File: src/rtl/cpu_ctrl_fsm.sv
// Multi-cycle control unit for the accumulator datapath: fetch/decode/execute
// sequencing, memory write strobe and the multiply-by-two handshake.
module cpu_ctrl_fsm #(
    parameter int unsigned MUL_TIMEOUT = 16
) (
    input  logic       clk,
    input  logic       rst,
    input  logic       run,
    input  logic [7:0] opcode,
    input  logic       zflag,
    input  logic       mullDone,
    output logic       muxPC,
    output logic       muxMAR,
    output logic       muxACC,
    output logic       loadPC,
    output logic       loadMAR,
    output logic       loadMDR,
    output logic       loadIR,
    output logic       loadACC,
    output logic       opALU,
    output logic       mullACC,
    output logic       mem_we,
    output logic       halted,
    output logic [1:0] err
);
    // state | meaning
    // IDLE  | waiting for run
    // F1    | MAR <= PC
    // F2    | MDR <= mem[MAR]
    // F3    | IR <= MDR, PC <= PC+1
    // DEC   | decode live opcode, latch it
    // EA    | MAR <= IR[15:8]
    // RD    | MDR <= mem[MAR]
    // EX    | ACC load / add / sub
    // WR    | mem[MAR] <= ACC
    // JMP   | PC <= IR
    // MUL   | multiply request, bounded wait for mullDone
    // HALT  | stopped until rst
    typedef enum logic [3:0] {
        S_IDLE, S_F1, S_F2, S_F3, S_DEC, S_EA, S_RD, S_EX, S_WR, S_JMP, S_MUL, S_HALT
    } state_t;

    localparam logic [7:0] OP_NOP   = 8'h00;
    localparam logic [7:0] OP_LOAD  = 8'h01;
    localparam logic [7:0] OP_STORE = 8'h02;
    localparam logic [7:0] OP_ADD   = 8'h03;
    localparam logic [7:0] OP_SUB   = 8'h04;
    localparam logic [7:0] OP_JMP   = 8'h05;
    localparam logic [7:0] OP_JZ    = 8'h06;
    localparam logic [7:0] OP_MUL2  = 8'h07;
    localparam logic [7:0] OP_HALT  = 8'hFF;

    localparam logic [1:0] ERR_NONE    = 2'b00;
    localparam logic [1:0] ERR_ILLEGAL = 2'b01;
    localparam logic [1:0] ERR_MUL_TO  = 2'b10;

    localparam logic [7:0] MUL_LAST = 8'(MUL_TIMEOUT - 1);

    state_t     state_q, state_d;
    logic [7:0] op_q, op_d;
    logic [7:0] cnt_q, cnt_d;
    logic [1:0] err_q, err_d;

    always_ff @(posedge clk or posedge rst) begin
        if (rst) begin
            state_q <= S_IDLE;
            op_q    <= OP_NOP;
            cnt_q   <= 8'd0;
            err_q   <= ERR_NONE;
        end else begin
            state_q <= state_d;
            op_q    <= op_d;
            cnt_q   <= cnt_d;
            err_q   <= err_d;
        end
    end

    always_comb begin
        state_d = state_q;
        op_d    = op_q;
        cnt_d   = cnt_q;
        err_d   = err_q;
        case (state_q)
            S_IDLE: if (run) state_d = S_F1;
            S_F1:   state_d = S_F2;
            S_F2:   state_d = S_F3;
            S_F3:   state_d = S_DEC;
            S_DEC: begin
                op_d  = opcode;
                cnt_d = 8'd0;
                case (opcode)
                    OP_NOP:                           state_d = S_F1;
                    OP_LOAD, OP_STORE, OP_ADD, OP_SUB: state_d = S_EA;
                    OP_JMP:                           state_d = S_JMP;
                    OP_JZ:                            state_d = zflag ? S_JMP : S_F1;
                    OP_MUL2:                          state_d = S_MUL;
                    OP_HALT:                          state_d = S_HALT;
                    default: begin
                        state_d = S_HALT;
                        err_d   = ERR_ILLEGAL;
                    end
                endcase
            end
            S_EA:  state_d = (op_q == OP_STORE) ? S_WR : S_RD;
            S_RD:  state_d = S_EX;
            S_EX:  state_d = S_F1;
            S_WR:  state_d = S_F1;
            S_JMP: state_d = S_F1;
            S_MUL: begin
                // mullDone wins even on the final allowed cycle
                if (mullDone) begin
                    state_d = S_F1;
                end else if (cnt_q == MUL_LAST) begin
                    state_d = S_HALT;
                    err_d   = ERR_MUL_TO;
                end else begin
                    cnt_d = cnt_q + 8'd1;
                end
            end
            S_HALT:  state_d = S_HALT;
            default: state_d = S_IDLE;
        endcase
    end

    always_comb begin
        muxPC   = 1'b0;
        muxMAR  = 1'b0;
        muxACC  = 1'b0;
        loadPC  = 1'b0;
        loadMAR = 1'b0;
        loadMDR = 1'b0;
        loadIR  = 1'b0;
        loadACC = 1'b0;
        opALU   = 1'b0;
        mullACC = 1'b0;
        mem_we  = 1'b0;
        halted  = 1'b0;
        case (state_q)
            S_F1: begin
                loadMAR = 1'b1;
                muxMAR  = 1'b1;
            end
            S_F2: loadMDR = 1'b1;
            S_F3: begin
                loadIR = 1'b1;
                loadPC = 1'b1;
            end
            S_EA: loadMAR = 1'b1;
            S_RD: loadMDR = 1'b1;
            S_EX: begin
                loadACC = 1'b1;
                muxACC  = (op_q == OP_LOAD);
                opALU   = (op_q == OP_SUB);
            end
            S_WR: mem_we = 1'b1;
            S_JMP: begin
                loadPC = 1'b1;
                muxPC  = 1'b1;
            end
            S_MUL:  mullACC = 1'b1;
            S_HALT: halted  = 1'b1;
            default: ;
        endcase
    end

    assign err = err_q;

endmodule

File: config.mk
export PLATFORM = sky130hd
export DESIGN_NAME = cpu_ctrl_fsm
export DESIGN_NICKNAME = d
export VERILOG_FILES = /design/src/rtl/cpu_ctrl_fsm.sv
export SDC_FILE = /design/constraint.sdc
export NUM_CORES = 1
export LEC_CHECK = 0
export CAP_MARGIN = 30
export CORE_MARGIN = 10
export CORE_UTILIZATION = 51
export DETAILED_ROUTE_END_ITERATION = 8
export GPL_ROUTABILITY_DRIVEN = 0
export HOLD_SLACK_MARGIN = 0.1
export PLACE_DENSITY = 0.75
export SYNTH_ARGS = -nofsm -noshare
export SYNTH_HDL_FRONTEND = slang
export SYNTH_SLANG_ARGS = --single-unit
File: constraint.sdc
create_clock -name clk -period 2.6 [get_ports clk]
set_clock_uncertainty 0.1 [all_clocks]
set_input_delay 0.39 -clock clk [delete_from_list [all_inputs] [get_ports clk]]
set_output_delay 0.39 -clock clk [all_outputs]
set_load 0.01 [all_outputs]
# After elaboration in Yosys (flattened, before gate mapping)
# Cells that the tools add are included.
[op_classes]
eq_ne = 29
n_mux = 26
n_reduce_logical = 12
addsub = 1
[op_table]
columns = ["op", "n"]
rows = [
  ["$eq 8x3->1 const B", 5],
  ["$pmux 4 s10", 1],
  ["$eq 8x2->1 const B", 3],
  ["$mux 4", 5],
  ["$pmux 4 s5", 1],
  ["$eq 4x3->1 const B", 4],
  ["$eq 4x4->1 const B", 4],
  ["$eq 8x1->1 const B", 2],
  ["$mux 8", 2],
  ["$pmux 8 s2", 1],
  ["$mux 1", 12],
  ["$ne 2x2->1 const B", 5],
  ["$reduce_or 9->1", 1],
  ["$add 8x1->8 const B", 1],
  ["$eq 4x2->1 const B", 2],
  ["$eq 8x4->1 const B", 1],
  ["$eq 8x8->1 const B", 1],
  ["$logic_not 8->1", 1],
  ["$mux 2", 3],
  ["$reduce_or 2->1", 3],
  ["$eq 4x1->1 const B", 1],
  ["$logic_not 4->1", 1],
  ["$pmux 2 s2", 1],
  ["$reduce_and 4->1", 1],
  ["6 further kinds", 6],
]
[word_totals]
out_inout_bits = 14
ff_bits = 22
wordCells = 72
inputBits = 13

# Longest topological paths before layout
# Gate-level depths: netlist of the first run.
[logic_depth]
ltp_word = 4
depth_mapped = 5
ltp_nobuf = 4

# Worst setup path after synthesis of the first run
# OpenSTA, ideal clock, no wires.
[synth_timing]
kind = "register to output"
start = "register op_q[6]"
end = "output port muxACC"
required_ns = 2.110
arrival_time_ns = 1.343
path_buffers = 0
stages_incl_launch_ff = 4
path_slack_ns = 0.767
cell_sequence = "dfrtp_1 -> or4_1 -> nor4_1 -> and3b_1"
[synth_via]
elab_chain_len = 2
[synth_rtl]
columns = ["element", "line_no", "text"]
rows = [
  ["start, declared", "60", "logic [7:0] op_q, op_d;"],
  ["start signal, assigned", "72", "op_q <= op_d;"],
  ["$eq 8x1->1", "152", "muxACC = (op_q == OP_LOAD);"],
  ["$mux 1", "138", "case (state_q)"],
  ["end, declared", "14", "output logic muxACC,"],
]
# No other way between the ends.

# Final worst setup path of the first run
# Same ends and word-level chain as after synthesis.

==> qor.txt, run 1 <==
Net count, final -> 191
Synth Area per Inst -> 8.953 sq um
chip width -> 70.97 um
Fmax -> 406.3 MHz
fillers -> 207
startpoint class of the critical path -> flip-flop
WP data required -> 2.11 ns
Starting DRT DRC Count -> 154
DRT met1 WL -> 1389 um
Final HPWL DP -> 2438 um
clock power share -> 11.4%
Num CTS Buffers -> 3
Post-Syn Nets -> 162
EDFF count, synth -> 0
layout cell share with drive strength beyond 1 -> 7.386%
register share of total power -> 40.2%
Seq/Total Area, Yosys -> 41.55%
Worst Setup End Kind -> primary output
worst-skew pair later-pin latency -> 0.31 ns
CTS Root Buffer Type -> clkbuf_4
ANT nets after route -> 0
drt pass-1 iters -> 5
via count -> 1203
Mapped Cells -> 148
Post-CTS Hold Fix Bufs -> 0
synth unique cells -> 43
routed wire length per instance -> 15.48 um
H-Tree Depth -> 1
Max Used Layer -> met4
Max-Cap Viols -> 0
first-pass GRT wire length -> 5264 um
Initial Utilization -> 53.48%
post-synthesis instance area -> 0.001325 sq mm
Internal Pwr Total -> 0.0009958 W
flops & latches, synth -> 22
setup TNS -> 0 ns
endpoints failing setup -> 0
met2 wire len -> 1532 um
Reg2Reg Setup Slack -> 0.61 ns
WHS -> 0.2950 ns
Slew Limit Headroom -> 53.15%
Tot Pwr -> 0.001667 W
Ports -> 27
DRC viols -> 0
Peak VDD IR -> 0.0006072 V
row count -> 18
r2r startpoint -> state_q[3]
Comb power frac -> 48.5%
max-slew violations -> 0
Pwr Density -> 1002 mW/mm^2
sw frac -> 40.26%
leak pwr -> 0.7567 nW
postcts setup bufs -> 0
routed wire length -> 3189 um
Global Route Usage Sum -> 12.30%
CORE AREA -> 0.002477 sq mm
Ys Warns -> 0
status -> complete, no violations
n_diodes -> 0
met3 WL -> 238 um
commonest non-fill, non-tap cells in the layout -> nand2_1 (33), clkdlybuf4s50_1 (24), dfrtp_1 (21)
RSZ-0062 raised after global routing -> no
Post-Place Cell Area -> 0.001623 sq mm
Clock Tree Buf Depth -> 2
Max FO, Critical Path -> 3
Setup CP Type -> reg -> out
number of global-route vias before repair -> 1188
final hold viol count -> 0
ys async rst share -> 100.0%
R2R Path End -> cnt_q[4]
HP Class -> in -> async
most common cell after layout, fill and taps aside -> nand2_1
antenna violations before repair -> 0
clock-pin slew on the worst setup and hold paths -> 0.13 ns
Final Cycle Share -> 94.66%
minimum clock period -> 2.461 ns
Die Area -> 0.005037 sq mm
Sw Pwr -> 0.0006710 W
grt total ovfl -> 0
arrival time of the worst setup path -> 1.97 ns
Die H -> 70.97 um
design area -> 0.001664 sq mm
Via-to-Cell Ratio -> 5.840
Final Util -> 67.17%
IO Port Bufs -> 26
TritonCTS clock tree -> done
path depth of the worst reg2reg path -> 4
largest net degree at the start of global routing -> 23
main flop type after synthesis -> dfrtp_1
CTS sink cnt -> 22
Synth-to-Final Area Change -> 25.59%
Slew @ Worst Pin -> 0.7028 ns
## critical path, stage by stage (launching register included)
cell and delay, ns:
dfrtp_1 0.41, or4_1 0.55, nor4_2 0.25, and3b_1 0.19, dlygate4sd2_1 0.26
## metal layers
layer | GRT usage [%] | vias up
met5 | 0 | -
met4 | 3.656 | 0
met3 | 3.487 | 5
met2 | 21.17 | 42
met1 | 14.39 | 563
li1 | - | 593
## area by class of cell
class	count	area (sq um)	area share (%)
multi-input combinational	111	713.2	42.86
sequential	22	551.8	33.16
timing repair buffer	31	295.3	17.74
tap	30	37.54	2.256
clock buffer	4	36.28	2.180
inverter	8	30.03	1.805
## cells in the mapped netlist (2+ instances only)
library cell | count | area share (%)
inv_1 | 8 | 2.3
buf_1 | 2 | 0.57
nor3_1 | 5 | 1.9
nor4b_1 | 4 | 2.6
nand2b_1 | 8 | 3.8
nor4_1 | 5 | 2.4
buf_4 | 2 | 1.1
nand2_1 | 33 | 9.3
mux2i_1 | 8 | 6.0
buf_2 | 3 | 1.1
dfrtp_1 | 22 | 42
o211ai_1 | 2 | 1.1
nand3_1 | 4 | 1.5
o22a_1 | 2 | 1.3
xnor2_1 | 2 | 1.3
nor2_1 | 7 | 2.0
and3b_1 | 2 | 1.3
nand4bb_1 | 2 | 1.7
or4_1 | 3 | 1.7
## power by group through the flow
stage	logic (W)	registers, W	clock network [W]
after floorplan	0.000556	0.000615	0
after global placement	0.000774	0.000657	0
after detailed placement	0.000805	0.000669	0
after CTS	0.000811	0.000665	0.000199
after global routing	0.000887	0.000695	0.000207
final	0.000808	0.000669	0.000189
## registers in the layout (all words and copies together), names as in the netlist
register / flops
cnt_q: 8
op_q: 8
state_q: 4
err: 2
## what timing repair did
action / CTS / global route
endpoints found under the hold margin: 0 / 0
endpoints found under the setup margin: 2 / 1
cloned: 0 / 0
resized for setup: 3 / 1
## worst max-delay path by stage
| stage | slack, ns | startpoint | to |
|---|---|---|---|
| floorplan | 0.77 | op_q[6] | muxACC |
| global placement | 0.25 | op_q[6] | muxACC |
| detailed placement | 0.22 | op_q[6] | muxACC |
| CTS | 0.10 | state_q[1] | mullACC |
| global route | 0.03 | op_q[6] | muxACC |
| finish | 0.14 | op_q[6] | muxACC |
## cells by family after synthesis
kind of cell    Yosys count  synth area share, %
xor+xnor                  2                1.322
compound gates           18                11.05
fa+ha+maj                 1               0.9441
buf+inv                  15                5.099
mux                       8                6.044
simple gates             82                34.00
flops                    22                41.55
## metrics by stage
step	setup WS [ns]	instances
6_report	0.1389	206
5_1_grt	0.03287	206
4_1_cts	0.1047	206
3_5_place_dp	0.2193	202
3_3_place_gp	0.2465	202
2_1_floorplan	0.7671	148
No activity file was read; power rests on OpenSTA's default activity.
==> run 2: changes to the inputs <==
MAX_ROUTING_LAYER = met4   (was unset)
==> qor.txt, run 2 (same netlist as run 1, synthesis figures left out) <==
status -> complete, no violations (unchanged)
n_diodes -> 0 (unchanged)
clock-pin slew on the worst setup and hold paths -> 0.13 ns (about the same)
Via-to-Cell Ratio -> 5.840 (unchanged)
Net count, final -> 191 (unchanged)
largest net degree at the start of global routing -> 23 (unchanged)
Synth-to-Final Area Change -> 25.59% (unchanged)
antenna violations before repair -> 0 (unchanged)
first-pass GRT wire length -> 5271 um (was 5264 um)
routed wire length per instance -> 15.48 um (about the same)
H-Tree Depth -> 1 (unchanged)
number of global-route vias before repair -> 1188 (unchanged)
worst-skew pair later-pin latency -> 0.31 ns (about the same)
Final Util -> 67.17% (unchanged)
Post-CTS Hold Fix Bufs -> 0 (unchanged)
Crit path largest cell delay -> 0.55 ns (about the same)
grt total ovfl -> 0 (unchanged)
most common cell after layout, fill and taps aside -> nand2_1 (unchanged)
met3 WL -> 207 um (was 238 um)
ANT nets after route -> 0 (unchanged)
CTS sink cnt -> 22 (unchanged)
HP Class -> in -> async (unchanged)
commonest non-fill, non-tap cells in the layout -> nand2_1 (33), clkdlybuf4s50_1 (24), dfrtp_1 (21) (unchanged)
Post-Place Cell Area -> 0.001623 sq mm (unchanged)
RSZ-0062 raised after global routing -> no (unchanged)
chip width -> 70.97 um (unchanged)
Final HPWL DP -> 2438 um (unchanged)
Ports -> 27 (unchanged)
WP data required -> 2.11 ns (about the same)
CTS Root Buffer Type -> clkbuf_4 (unchanged)
IO Port Bufs -> 26 (unchanged)
Starting DRT DRC Count -> 151 (was 154)
minimum clock period -> 2.461 ns (about the same)
design area -> 0.001664 sq mm (unchanged)
setup TNS -> 0 ns (unchanged)
Max FO, Critical Path -> 3 (unchanged)
Global Route Usage Sum -> 12.65% (was 12.30%)
Initial Utilization -> 53.48% (unchanged)
endpoints failing setup -> 0 (unchanged)
Die Area -> 0.005037 sq mm (unchanged)
Pwr Density -> 1001 mW/mm^2 (was 1002 mW/mm^2)
Die H -> 70.97 um (unchanged)
Max-Cap Viols -> 0 (unchanged)
max-slew violations -> 0 (unchanged)
WHS -> 0.2951 ns (was 0.2950 ns)
routed wire length -> 3188 um (was 3189 um)
met2 wire len -> 1531 um (was 1532 um)
top flop regs -> cnt_q (8), op_q (8), state_q (4) (unchanged)
Setup CP Type -> reg -> out (unchanged)
Num CTS Buffers -> 3 (unchanged)
Peak VDD IR -> 0.0006072 V (unchanged)
Clock Tree Buf Depth -> 2 (unchanged)
arrival time of the worst setup path -> 1.97 ns (about the same)
Tot Pwr -> 0.001666 W (was 0.001667 W)
Slew @ Worst Pin -> 0.7028 ns (unchanged)
startpoint class of the critical path -> flip-flop (unchanged)
critical path cell sequence -> or4_1 -> nor4_2 -> and3b_1 -> dlygate4sd2_1 (unchanged)
Critical-path top delay cell -> or4_1 (unchanged)
layout cell share with drive strength beyond 1 -> 7.386% (unchanged)
DRT met1 WL -> 1421 um (was 1389 um)
Final Cycle Share -> 94.66% (about the same)
Slew Limit Headroom -> 53.15% (unchanged)
row count -> 18 (unchanged)
Max Used Layer -> met4 (unchanged)
Fmax -> 406.3 MHz (about the same)
drt pass-1 iters -> 5 (unchanged)
final hold viol count -> 0 (unchanged)
leak pwr -> 0.7567 nW (unchanged)
TritonCTS clock tree -> done (unchanged)
DRC viols -> 0 (unchanged)
CORE AREA -> 0.002477 sq mm (unchanged)
Worst Setup End Kind -> primary output (unchanged)
via count -> 1203 (unchanged)
## run 2: cell type report
class | count | area [sq um]
clock buffer | 4 | 36.28
fill | 207 | 813.3
inverter | 8 | 30.03
multi-input combinational | 111 | 713.2
sequential | 22 | 551.8
tap | 30 | 37.54
timing repair buffer | 31 | 295.3
## run 2: worst paths after layout
| check | from | cells after the start | slack (ns) | end |
|---|---|---|---|---|
| min reg2reg | cnt_q[6] | 1 | 0.41 | cnt_q[6] |
| min | rst | 3 | 0.30 | err[1] |
| max reg2reg | state_q[3] | 4 | 0.61 | cnt_q[4] |
| min in group clk | cnt_q[6] | 1 | 0.41 | cnt_q[6] |
| max in group asynchronous | rst | 3 | 1.87 | state_q[1] |
| max | op_q[6] | 4 | 0.14 | muxACC |
## run 2: worst max-delay path, delay by kind of cell, from the launching register on
family                 cells  cell delay, ns
buffers and inverters      1            0.26
flip-flops                 1            0.41
AND/OR/NAND/NOR            3            0.99
## run 2: what timing repair did
action / in CTS / in global routing
hold endpoints to repair: 0 / 0
endpoints found under the setup margin: 2 / 1
buffers inserted: 0 / 0
gates resized for setup: 3 / 1
## run 2: through the flow
step                instances  setup slack [ns]
detailed placement        202            0.2193
global placement          202            0.2465
CTS                       206            0.1047
global route              206           0.03287
floorplan                 148            0.7671
finish                    206            0.1389
## run 2: power by group
group          switching [W]  leakage [nW]  internal [W]
registers           0.000167         0.278      0.000502
logic               0.000400         0.458      0.000408
clock network       0.000104        0.0210     0.0000855
total               0.000671         0.757      0.000996
## run 2: metal layers
metal  up-vias  GRT usage (%)
li1        593              -
met1       563          14.71
met2        42          21.17
met3         5          2.929
met4         0          3.656
met5         -              -
==> run 3: changes to the inputs <==
ABC_AREA = 1   (was unset)
PLACE_DENSITY = 0.74   (was 0.75)
==> qor.txt, run 3 <==
status -> complete, no violations (unchanged)
Worst Setup End Kind -> primary output (unchanged)
chip width -> 73.74 um (was 70.97 um)
ANT nets after route -> 0 (unchanged)
IO Port Bufs -> 26 (unchanged)
r2r startpoint -> cnt_q[0] (was state_q[3])
Mapped Cells -> 221 (was 148)
TritonCTS clock tree -> done (unchanged)
grt total ovfl -> 0 (unchanged)
Synth-to-Final Area Change -> 21.92% (was 25.59%)
Num CTS Buffers -> 3 (unchanged)
main flop type after synthesis -> dfrtp_1 (unchanged)
routed wire length per instance -> 12.06 um (was 15.48 um)
endpoints failing setup -> 0 (unchanged)
DRC viols -> 0 (unchanged)
commonest non-fill, non-tap cells in the layout -> nand2_1 (77), nor2_1 (39), clkdlybuf4s50_1 (24) (was nand2_1 (33), clkdlybuf4s50_1 (24), dfrtp_1 (21))
layout cell share with drive strength beyond 1 -> 9.677% (was 7.386%)
met3 WL -> 71 um (was 207 um)
synth unique cells -> 31 (was 43)
Reg area -> 551.8 sq um (unchanged)
Commonest cells post-synth -> nand2_1 (77), nor2_1 (39), dfrtp_1 (22) (was nand2_1 (33), dfrtp_1 (22), inv_1 (8), mux2i_1 (8), nand2b_1 (8))
top flop regs -> cnt_q (8), op_q (8), state_q (4) (unchanged)
Net count, final -> 263 (was 191)
H-Tree Depth -> 1 (unchanged)
Setup CP Type -> reg -> out (unchanged)
Starting DRT DRC Count -> 58 (was 151)
Fmax -> 444.0 MHz (was 406.3 MHz)
Post-CTS Hold Fix Bufs -> 0 (unchanged)
final hold viol count -> 0 (unchanged)
Ys Warns -> 0 (unchanged)
row count -> 19 (was 18)
CP Launch Point -> state_q[0] (was op_q[6])
Max-Cap Viols -> 0 (unchanged)
CTS sink cnt -> 22 (unchanged)
clock-pin slew on the worst setup and hold paths -> 0.13 ns (about the same)
Max Used Layer -> met4 (unchanged)
arrival time of the worst setup path -> 1.76 ns (was 1.97 ns)
Final Cycle Share -> 86.63% (was 94.66%)
RSZ-0062 raised after global routing -> no (unchanged)
leak pwr -> 0.9277 nW (was 0.7567 nW)
most frequent cell after synthesis -> nand2_1 (unchanged)
Via-to-Cell Ratio -> 5.075 (was 5.840)
worst-skew pair later-pin latency -> 0.32 ns (was 0.31 ns)
DRT met1 WL -> 1571 um (was 1421 um)
design area -> 0.001795 sq mm (was 0.001664 sq mm)
via count -> 1416 (was 1203)
Global Route Usage Sum -> 13.23% (was 12.65%)
setup TNS -> 0 ns (unchanged)
Max FO, Critical Path -> 6 (was 3)
Initial Utilization -> 53.40% (was 53.48%)
HP Class -> in -> async (unchanged)
n_diodes -> 0 (unchanged)
first-pass GRT wire length -> 5630 um (was 5271 um)
number of global-route vias before repair -> 1316 (was 1188)
Post-Place Cell Area -> 0.001753 sq mm (was 0.001623 sq mm)
Seq/Total Area, Yosys -> 37.38% (was 41.55%)
fillers -> 250 (was 207)
Peak VDD IR -> 0.0007955 V (was 0.0006072 V)
met2 wire len -> 1633 um (was 1531 um)
drt pass-1 iters -> 4 (was 5)
Synth area leader -> dfrtp_1 (unchanged)
most common cell after layout, fill and taps aside -> nand2_1 (unchanged)
Slew @ Worst Pin -> 0.4689 ns (was 0.7028 ns)
antenna violations before repair -> 0 (unchanged)
multi-input combinational cell area -> 802.0 sq um (was 713.2 sq um)
Slew Limit Headroom -> 68.67% (was 53.15%)
CORE AREA -> 0.002758 sq mm (was 0.002477 sq mm)
Ports -> 27 (unchanged)
EDFF count, synth -> 0 (unchanged)
CTS Root Buffer Type -> clkbuf_4 (unchanged)
postcts setup bufs -> 0 (unchanged)
Final HPWL DP -> 2728 um (was 2438 um)
post-synthesis instance area -> 0.001473 sq mm (was 0.001325 sq mm)
Synth Area per Inst -> 6.664 sq um (was 8.953 sq um)
routed wire length -> 3365 um (was 3188 um)
Clock Tree Buf Depth -> 2 (unchanged)
minimum clock period -> 2.252 ns (was 2.461 ns)
Die Area -> 0.005437 sq mm (was 0.005037 sq mm)
WHS -> 0.2905 ns (was 0.2951 ns)
WP data required -> 2.11 ns (about the same)
Synth top area share -> 37.38% (was 41.55%)
ys async rst share -> 100.0% (unchanged)
largest net degree at the start of global routing -> 23 (unchanged)
max-slew violations -> 0 (unchanged)
Synth area leaders -> dfrtp_1 (37%), nand2_1 (20%), nor2_1 (9.9%), inv_1 (4.8%), nand3_1 (3.7%) (was dfrtp_1 (42%), nand2_1 (9.3%), mux2i_1 (6.0%), nand2b_1 (3.8%), nor4b_1 (2.6%))
startpoint class of the critical path -> flip-flop (unchanged)
Pwr Density -> 784.2 mW/mm^2 (was 1001 mW/mm^2)
Die H -> 73.74 um (was 70.97 um)
Post-Syn Nets -> 235 (was 162)
flops & latches, synth -> 22 (unchanged)
-- run 3: cell types whose count changed after synthesis, moves of 7 or more --
cell      delta
inv_1       +11
mux2i_1      -8
nand2_1     +44
nand2b_1     -8
nand3_1      +7
nor2_1      +32
-- run 3: cell families (layout without fill, tap and decap cells) --
logic type	Yosys count	in the layout	share of synthesized area, %
AND/OR/NAND/NOR	147	147	44.10
AO/OA/AOI/OAI	19	19	7.732
XOR/XNOR	3	3	1.785
buffers and inverters	29	56	8.156
flip-flops	22	22	37.38
adder cells (fa/ha/maj)	1	1	0.8495
-- run 3: final cells by class --
type                    instances  share of cell area, %
multi-input cells             170                  44.67
flip-flops and latches         22                  30.73
repair buffers                 27                  15.19
inverters                      25                  5.226
well taps                      31                  2.160
clock buffers                   4                  2.021
-- run 3: timing repair --
item | in CTS | in global routing
endpoints found under the hold margin | 0 | 0
resized for setup | 0 | 3
setup endpoints to repair | 0 | 2
-- run 3: report_power, final --
group | switching, W | total [W] | internal (W)
sequential | 0.0000872 | 0.000537 | 0.000450
combinational | 0.000395 | 0.000677 | 0.000282
clock | 0.000108 | 0.000194 | 0.0000857
-- run 3: worst max-delay path: stages, from the launching register on --
cell and delay, ns:
dfrtp_1 0.46, inv_2 0.09, nand2_1 0.10, nor2_4 0.21, clkdlybuf4s50_1 0.58
-- run 3: final timing paths --
path | slack (ns) | to | cells after the start
max in group asynchronous | 1.87 | state_q[3] | 3
worst max-delay path | 0.35 | mullACC | 4
worst min register to register | 0.39 | err[1] | 2
worst min-delay path | 0.29 | state_q[1] | 3
worst max register to register | 0.82 | cnt_q[3] | 9
min in group clk | 0.39 | err[1] | 2
-- run 3: through the flow --
stage               setup slack (ns)  utilization [%]   power, W  instances
floorplan                     0.8200                -  0.0009798        221
global placement              0.4838            63.57   0.001223        275
detailed placement            0.4514            63.57   0.001226        275
CTS                          0.04832            64.88   0.001423        279
global route                  0.2969            65.11   0.001523        279
finish                        0.3476            65.11   0.001408        279
-- run 3: layer usage --
metal,track usage (%),vias to the layer above
met5,-,-
met4,6.211,0
met3,1.480,11
met2,21.78,27
met1,15.66,631
li1,-,747
